## src/rtl/cordic_rotation_sequencer.sv

```systemverilog
// -----------------------------------------------------------------------------
// cordic_rotation_sequencer
//
// Iterative CORDIC rotation-mode controller. One shared add/shift stage is
// reused for ITERATIONS clock cycles per operation. In each cycle the rotation
// direction comes from the sign of the residual angle z (zero counts as
// positive). The per-iteration arctangent step is read from a constant table
// that is built from the parameters at elaboration time. The result is not
// gain-compensated, so x/y outputs carry the CORDIC gain K ~ 1.6468.
//
// Ports
//   clk       in   rising-edge clock
//   rst_n     in   synchronous active-low reset
//   start     in   operation request, sampled only while busy = 0
//   x_in      in   initial x, signed
//   y_in      in   initial y, signed
//   z_in      in   rotation angle, signed binary angle (2^(BIT_WIDTH-1) = pi)
//   busy      out  operation in progress
//   done      out  one-cycle pulse, x/y/z_out valid
//   x_out     out  final x (scaled by K)
//   y_out     out  final y (scaled by K)
//   z_out     out  residual angle
//   iter_idx  out  current iteration index (debug)
//   di_out    out  current direction, 1 = +1 (z >= 0), 0 = -1 (z < 0)
// -----------------------------------------------------------------------------
module cordic_rotation_sequencer #(
    parameter int BIT_WIDTH  = 16,
    parameter int ITERATIONS = 12
) (
    input  logic                              clk,
    input  logic                              rst_n,
    input  logic                              start,
    input  logic [BIT_WIDTH-1:0]              x_in,
    input  logic [BIT_WIDTH-1:0]              y_in,
    input  logic [BIT_WIDTH-1:0]              z_in,
    output logic                              busy,
    output logic                              done,
    output logic [BIT_WIDTH-1:0]              x_out,
    output logic [BIT_WIDTH-1:0]              y_out,
    output logic [BIT_WIDTH-1:0]              z_out,
    output logic [$clog2(ITERATIONS+1)-1:0]   iter_idx,
    output logic                              di_out
);

    localparam int IW    = $clog2(ITERATIONS + 1);
    // Table padded to a power of two so every iter_idx value addresses an entry.
    localparam int LUT_N = 2 ** IW;
    // pi scaled by 2^61.
    localparam logic [63:0] PI_Q61 = 64'h6487_ED51_10B4_611A;

    // round(atan(2^-i) / pi * 2^(BIT_WIDTH-1)), evaluated only at elaboration.
    // For i >= 1 the argument is a power of two, so the Taylor series
    // atan(t) = t - t^3/3 + t^5/5 - ... reduces to shifted divisions in Q62.
    function automatic logic [BIT_WIDTH-1:0] atan_entry(input int i);
        logic [63:0] acc;
        logic [63:0] term;
        logic [63:0] denom;
        logic [63:0] quot;
        int          sh;
        acc = 64'd0;
        if (i == 0) begin
            // atan(1) = pi/4, i.e. exactly a quarter of the half-circle scale.
            acc = 64'd1 << (BIT_WIDTH - 3);
            return BIT_WIDTH'(acc);
        end else begin
            for (int k = 0; k < 32; k++) begin
                sh = 62 - i * (2 * k + 1);
                if (sh >= 0) begin
                    term = (64'd1 << sh) / 64'(2 * k + 1);
                    if (k[0]) begin
                        acc = acc - term;
                    end else begin
                        acc = acc + term;
                    end
                end else begin
                    acc = acc;
                end
            end
            denom = PI_Q61 >> (BIT_WIDTH - 2);
            quot  = (acc + (denom >> 1)) / denom;
            return BIT_WIDTH'(quot);
        end
    endfunction

    typedef enum logic [0:0] {
        S_IDLE   = 1'b0,
        S_ROTATE = 1'b1
    } state_t;

    state_t                       state_q;
    logic signed [BIT_WIDTH-1:0]  x_q;
    logic signed [BIT_WIDTH-1:0]  y_q;
    logic signed [BIT_WIDTH-1:0]  z_q;
    logic signed [BIT_WIDTH-1:0]  x_d;
    logic signed [BIT_WIDTH-1:0]  y_d;
    logic signed [BIT_WIDTH-1:0]  z_d;
    logic signed [BIT_WIDTH-1:0]  x_sh_s;
    logic signed [BIT_WIDTH-1:0]  y_sh_s;
    logic signed [BIT_WIDTH-1:0]  atan_s;
    logic signed [BIT_WIDTH-1:0]  atan_lut_s [LUT_N];
    logic [IW-1:0]                iter_q;
    logic                         busy_q;
    logic                         done_q;
    logic [BIT_WIDTH-1:0]         x_out_q;
    logic [BIT_WIDTH-1:0]         y_out_q;
    logic [BIT_WIDTH-1:0]         z_out_q;
    logic                         di_s;
    logic                         last_s;

    // Constant arctangent table; unused padding entries are zero.
    for (genvar g = 0; g < LUT_N; g++) begin : g_atan
        if (g < ITERATIONS) begin : g_used
            localparam logic [BIT_WIDTH-1:0] ENTRY = atan_entry(g);
            assign atan_lut_s[g] = ENTRY;
        end else begin : g_pad
            assign atan_lut_s[g] = {BIT_WIDTH{1'b0}};
        end
    end

    // Shared micro-rotation stage: direction from the sign of live z.
    always_comb begin
        di_s   = ~z_q[BIT_WIDTH-1];
        x_sh_s = x_q >>> iter_q;
        y_sh_s = y_q >>> iter_q;
        atan_s = atan_lut_s[iter_q];
        last_s = (iter_q == IW'(ITERATIONS - 1));
        if (di_s) begin
            x_d = x_q - y_sh_s;
            y_d = y_q + x_sh_s;
            z_d = z_q - atan_s;
        end else begin
            x_d = x_q + y_sh_s;
            y_d = y_q - x_sh_s;
            z_d = z_q + atan_s;
        end
    end

    // Sequencer FSM with datapath registers and registered outputs.
    always_ff @(posedge clk) begin
        if (!rst_n) begin
            state_q <= S_IDLE;
            x_q     <= {BIT_WIDTH{1'b0}};
            y_q     <= {BIT_WIDTH{1'b0}};
            z_q     <= {BIT_WIDTH{1'b0}};
            iter_q  <= {IW{1'b0}};
            busy_q  <= 1'b0;
            done_q  <= 1'b0;
            x_out_q <= {BIT_WIDTH{1'b0}};
            y_out_q <= {BIT_WIDTH{1'b0}};
            z_out_q <= {BIT_WIDTH{1'b0}};
        end else begin
            // done is a single-cycle pulse unless re-armed below.
            done_q <= 1'b0;
            case (state_q)
                S_IDLE: begin
                    if (start) begin
                        x_q     <= x_in;
                        y_q     <= y_in;
                        z_q     <= z_in;
                        iter_q  <= {IW{1'b0}};
                        busy_q  <= 1'b1;
                        state_q <= S_ROTATE;
                    end else begin
                        state_q <= S_IDLE;
                    end
                end
                S_ROTATE: begin
                    x_q    <= x_d;
                    y_q    <= y_d;
                    z_q    <= z_d;
                    iter_q <= iter_q + IW'(1);
                    if (last_s) begin
                        x_out_q <= x_d;
                        y_out_q <= y_d;
                        z_out_q <= z_d;
                        done_q  <= 1'b1;
                        busy_q  <= 1'b0;
                        state_q <= S_IDLE;
                    end else begin
                        state_q <= S_ROTATE;
                    end
                end
                default: begin
                    busy_q  <= 1'b0;
                    state_q <= S_IDLE;
                end
            endcase
        end
    end

    assign busy     = busy_q;
    assign done     = done_q;
    assign x_out    = x_out_q;
    assign y_out    = y_out_q;
    assign z_out    = z_out_q;
    assign iter_idx = iter_q;
    // Direction follows the live residual angle, not a registered copy.
    assign di_out   = di_s;

endmodule

```

## config.mk

```make
export PLATFORM = sky130hd
export DESIGN_NAME = cordic_rotation_sequencer
export DESIGN_NICKNAME = d
export VERILOG_FILES = /design/src/rtl/cordic_rotation_sequencer.sv
export SDC_FILE = /design/constraint.sdc
export NUM_CORES = 1
export LEC_CHECK = 0
export CAP_MARGIN = 20
export CORE_UTILIZATION = 53
export CTS_BUF_LIST = sky130_fd_sc_hd__clkbuf_8
export CTS_CLUSTER_SIZE = 28
export DETAILED_ROUTE_END_ITERATION = 10
export PLACE_DENSITY = 0.89
export RECOVER_POWER = 25
export SETUP_SLACK_MARGIN = 0.1
export SYNTH_ARGS = -nofsm -noshare
export SYNTH_HDL_FRONTEND = slang
export SYNTH_SLANG_ARGS = --single-unit
```

## constraint.sdc

```tcl
create_clock -name clk -period 4.8 [get_ports clk]
set_input_delay 0.96 -clock clk [delete_from_list [all_inputs] [get_ports clk]]
set_output_delay 0.96 -clock clk [all_outputs]
set_load 0.02 [all_outputs]
```

==> results.toml <==
[sta]
post-route-min-period_ns = 4.68
max_freq_mhz = 214
drv_slew = 42
fin_setup_tns_ns = 0
min_period_over_period_pct = 97.4
clock_skew_ns = 0.00878
slew_headroom_pct = -39.1
hold_violations = 0
tightestPinTransition_ns = 2.09
finalSetupViolations = 0

[yosys]
synth_edf_count = 0
yosys_warnings = 0
synth_mux_area_share_pct = 13.1
synth_seq_cells = 103
netlist.area_leader.share_pct = 24.0
synthAdderAreaFrac_pct = 9.27
syn_nets = 1154
synth_top_family_by_area = "compound AO/OA/AOI/OAI gates"
synthTopCellsByArea = "dfxtp_1, mux4_2, ha_1, a211oi_1, a21oi_1"
yosysUniqueCellTypes = 70
syn_avg_cell_area_sq_um = 8.27
synth_compound_area_share_pct = 23.5
synth_area_leader_cell = "dfxtp_1"
synth_top_flop_cell = "dfxtp_1"
synth_xor_xnor_area_share_pct = 8.24
yosysSeqAreaShare_pct = 24.0
synthCells = 1041
async_flop_share_pct = 0
yosys.area_share.simple_pct = 17.6
syn-cell-area_sq_um = 8610

[global_route]
antenna_found_initial = 0
grt_first_pass_wirelength_mm = 40.3
gr-usage-all-layers_pct = 30.7
grt_pass1_vias = 7950
grt_max_degree = 105
overflow = 0

[clock_tree]
htreeDepth = 3
cts_root_buf = "clkbuf_8"
ctsHoldBuffers = 0
clk_path_buf_depth = 2
clkLatencyLatePin_ns = 0.40
clkSlewWorstSetupHoldPaths_ns = 0.11
cts.sinks = 103
cts_tree = "built"
cts_inserted_buffers = 9

[drt]
routed_wl_mm = 25.5
drtAntennaViolNets = 0
wl_per_cell_microns = 18.9
drt_iter0_drc = 866
viasPerCell = 6.23
first_pass_iters = 8
drc = 0
vias = 8419

[placed_design]
place_area_sq_um = 9940
dp_hpwl_mm = 18.4
portBuffers = 105
gp_congestion = 0.944

[power]
ir_drop_mv = 0.202
seqPwrFrac_pct = 26.7
switching_share_pct = 45.5
p_int_mw = 2.24
total_power_mw = 4.11
power_switching_mw = 1.87
clkPwrFrac_pct = 13.8
pwr_density_cell_nw_per_um2 = 401
leakagePower_nw = 4.15
comb_power_share_pct = 59.5

[worst_setup_path]
start_kind = "register"
cp_max_fo = 7
critPathArrivalTime_ns = 4.93
critical_path.max_stage_delay_ns = 0.53
path_buf_inv = 2
regToRegSetupSlack_ns = 0.12
critPathRequiredTime_ns = 5.05
cp-end-kind = "register"
slowest_stage = "mux4_2"
crit_chain = "clkbuf_4 > mux4_2 > mux4_2 > or3b_4 > o31ai_2 > xor2_1 > ha_1 > o21a_1 > o21ai_1 > o21ai_0 > a2111oi_1 > buf_4 > nor2_1 > xnor2_1 > o21a_1 > nor2_1"
path_delay_family = "compound AO/OA/AOI/OAI gates"
crit_type = "register to register"

[layout]
seqCellArea_sq_um = 2070
stdcell_area_sq_um = 10300
num_antenna_cells = 0
nFillCells = 1306
area_delta_synth_final_pct = 19.3
fin_nets = 1244
multi_input_area_sq_um = 6230
drive_above_1_share_pct = 11.7

[job]
cap_viol_max_count = 1

[die]
rows = 46
die_x_microns = 129
io_pins = 106
die_h_microns = 129
core_area_sq_um = 15900
start_util_pct = 54.2
design.die.area_sq_um = 16800

[run_status]
violations = "capacitance limit, slew limit"
status = "finished, violations left"

[worst_hold_path]
hold_path.class = "register to register"
-- synth_stat cells, types with 3 or more instances --
| cell type | number |
|---|---|
| xor2_1 | 39 |
| a21oi_1 | 107 |
| inv_1 | 18 |
| a211o_1 | 3 |
| mux4_2 | 34 |
| mux2_2 | 9 |
| dfxtp_1 | 103 |
| nor3_1 | 13 |
| mux2_1 | 4 |
| nor2b_1 | 38 |
| a31o_1 | 3 |
| inv_2 | 5 |
| nand3_1 | 9 |
| and3_1 | 5 |
| o221ai_1 | 4 |
| o211ai_1 | 3 |
| o21ai_1 | 6 |
| buf_2 | 3 |
| mux2i_1 | 20 |
| ha_1 | 59 |
| nor2_1 | 133 |
| fa_1 | 3 |
| a2111oi_0 | 3 |
| or2_2 | 4 |
| nand2b_1 | 20 |
| o31ai_1 | 5 |
| a31o_2 | 3 |
| o21a_1 | 12 |
| nand2_1 | 62 |
| a211oi_1 | 80 |
| a31oi_1 | 16 |
| a21o_1 | 13 |
| or3_1 | 5 |
| clkbuf_1 | 56 |
| buf_1 | 7 |
| xnor2_1 | 42 |
| o21ai_0 | 36 |
| and2_1 | 13 |
-- layer usage --
metal  global-route usage (%)  share of wire [%]
met1                     41.4                 43
met2                     50.1                 46
met3                     4.09                8.3
met4                     12.2                3.3
met5                        0                  0
-- final cells by class --
class / count / area share [%]
Sequential cell: 103 / 20.2
Clock inverter: 6 / 0.597
Timing Repair Buffer: 149 / 13.7
Tap cell: 216 / 2.63
Clock buffer: 10 / 1.34
Multi-Input combinational cell: 845 / 60.7
Inverter: 23 / 0.841
-- metrics by stage --
| stage | worst slack, ns | hold slack, ns | util (%) | std cells |
|---|---|---|---|---|
| floorplan | 0.184 | 0.530 | - | 1041 |
| CTS | 0.107 | 0.473 | 64.0 | 1343 |
| global route | -0.0196 | 0.497 | 64.6 | 1352 |
| global placement | 0.239 | 0.451 | 62.6 | 1327 |
| detailed placement | 0.0445 | 0.452 | 62.6 | 1327 |
| finish | 0.123 | 0.470 | 64.6 | 1352 |
-- repair_timing --
| action | in CTS | in global routing |
|---|---|---|
| gates resized for setup | 4 | 15 |
| setup buffers | 0 | 9 |
| endpoints found under the setup margin | 8 | 27 |
| pin swaps | 0 | 6 |
| hold endpoints to repair | 0 | 0 |
| cloned | 0 | 0 |
-- sequential cells by signal, indices dropped and copies added, names as in the netlist --
register,count
iter_idx,4
busy,1
state_q,1
y_q,16
z_out,16
x_out,16
y_out,16
done,1
x_q,16
z_q,16
-- worst register-to-register path, cell delays in order, from the launching register on --
cell and delay [ns]:
dfxtp_4 0.43, clkbuf_4 0.22, mux4_2 0.52, mux4_2 0.53, or3b_4 0.44, o31ai_2 0.25
xor2_1 0.19, ha_1 0.31, o21a_1 0.15, o21ai_1 0.20, o21ai_0 0.16, a2111oi_1 0.44
buf_4 0.18, nor2_1 0.05, xnor2_1 0.25, o21a_1 0.14, nor2_1 0.04
-- cells by family (layout without fill, tap and decap cells) --
family                     Yosys count  after routing
and+or+nand+nor                    318            318
AOI/OAI and AO/OA                  316            316
DFF                                103            103
buffers and inverters               93            188
xor gates and xnor gates            81             81
muxes                               68             68
adders and majority gates           62             62
-- power groups by stage --
stage,Clock (mW),Combinational (mW),Sequential (mW)
6_report,0.569,2.45,1.10
5_1_grt,0.606,2.67,1.11
4_1_cts,0.580,2.35,1.09
3_5_place_dp,0,2.32,1.11
3_3_place_gp,0,2.26,1.11
2_1_floorplan,0,1.81,1.02
-- path summary, 6_finish.rpt --
kind | endpoint | startpoint | cells after the start
setup reg to reg | y_out[12] | iter_idx[0] | 16
setup / recovery | y_out[12] | iter_idx[0] | 16
hold reg to reg | z_out[14] | z_out[14] | 2
hold / removal | z_out[14] | z_out[14] | 2
-- cell usage in the layout (no fill, tap or decap), types with 8 or more instances in the layout --
master           instances
dlygate4sd3_1           34
and2_1                  13
inv_1                   19
a21oi_1                106
a211oi_1                79
o21a_1                  12
nor2b_1                 37
nand2_1                 62
xor2_1                  39
o21ai_0                 33
a21o_1                  13
mux2i_1                 19
clkbuf_8                10
ha_1                    59
nor2_1                 131
dfxtp_1                 99
clkdlybuf4s50_1         70
mux2_2                   9
mux4_2                  34
xnor2_1                 42
nand3_1                  8
a31oi_1                 16
o21ai_1                  9
nor3_1                  12
buf_4                   38
nand2b_1                20
Note: power is estimated with default switching activity, not from simulation.
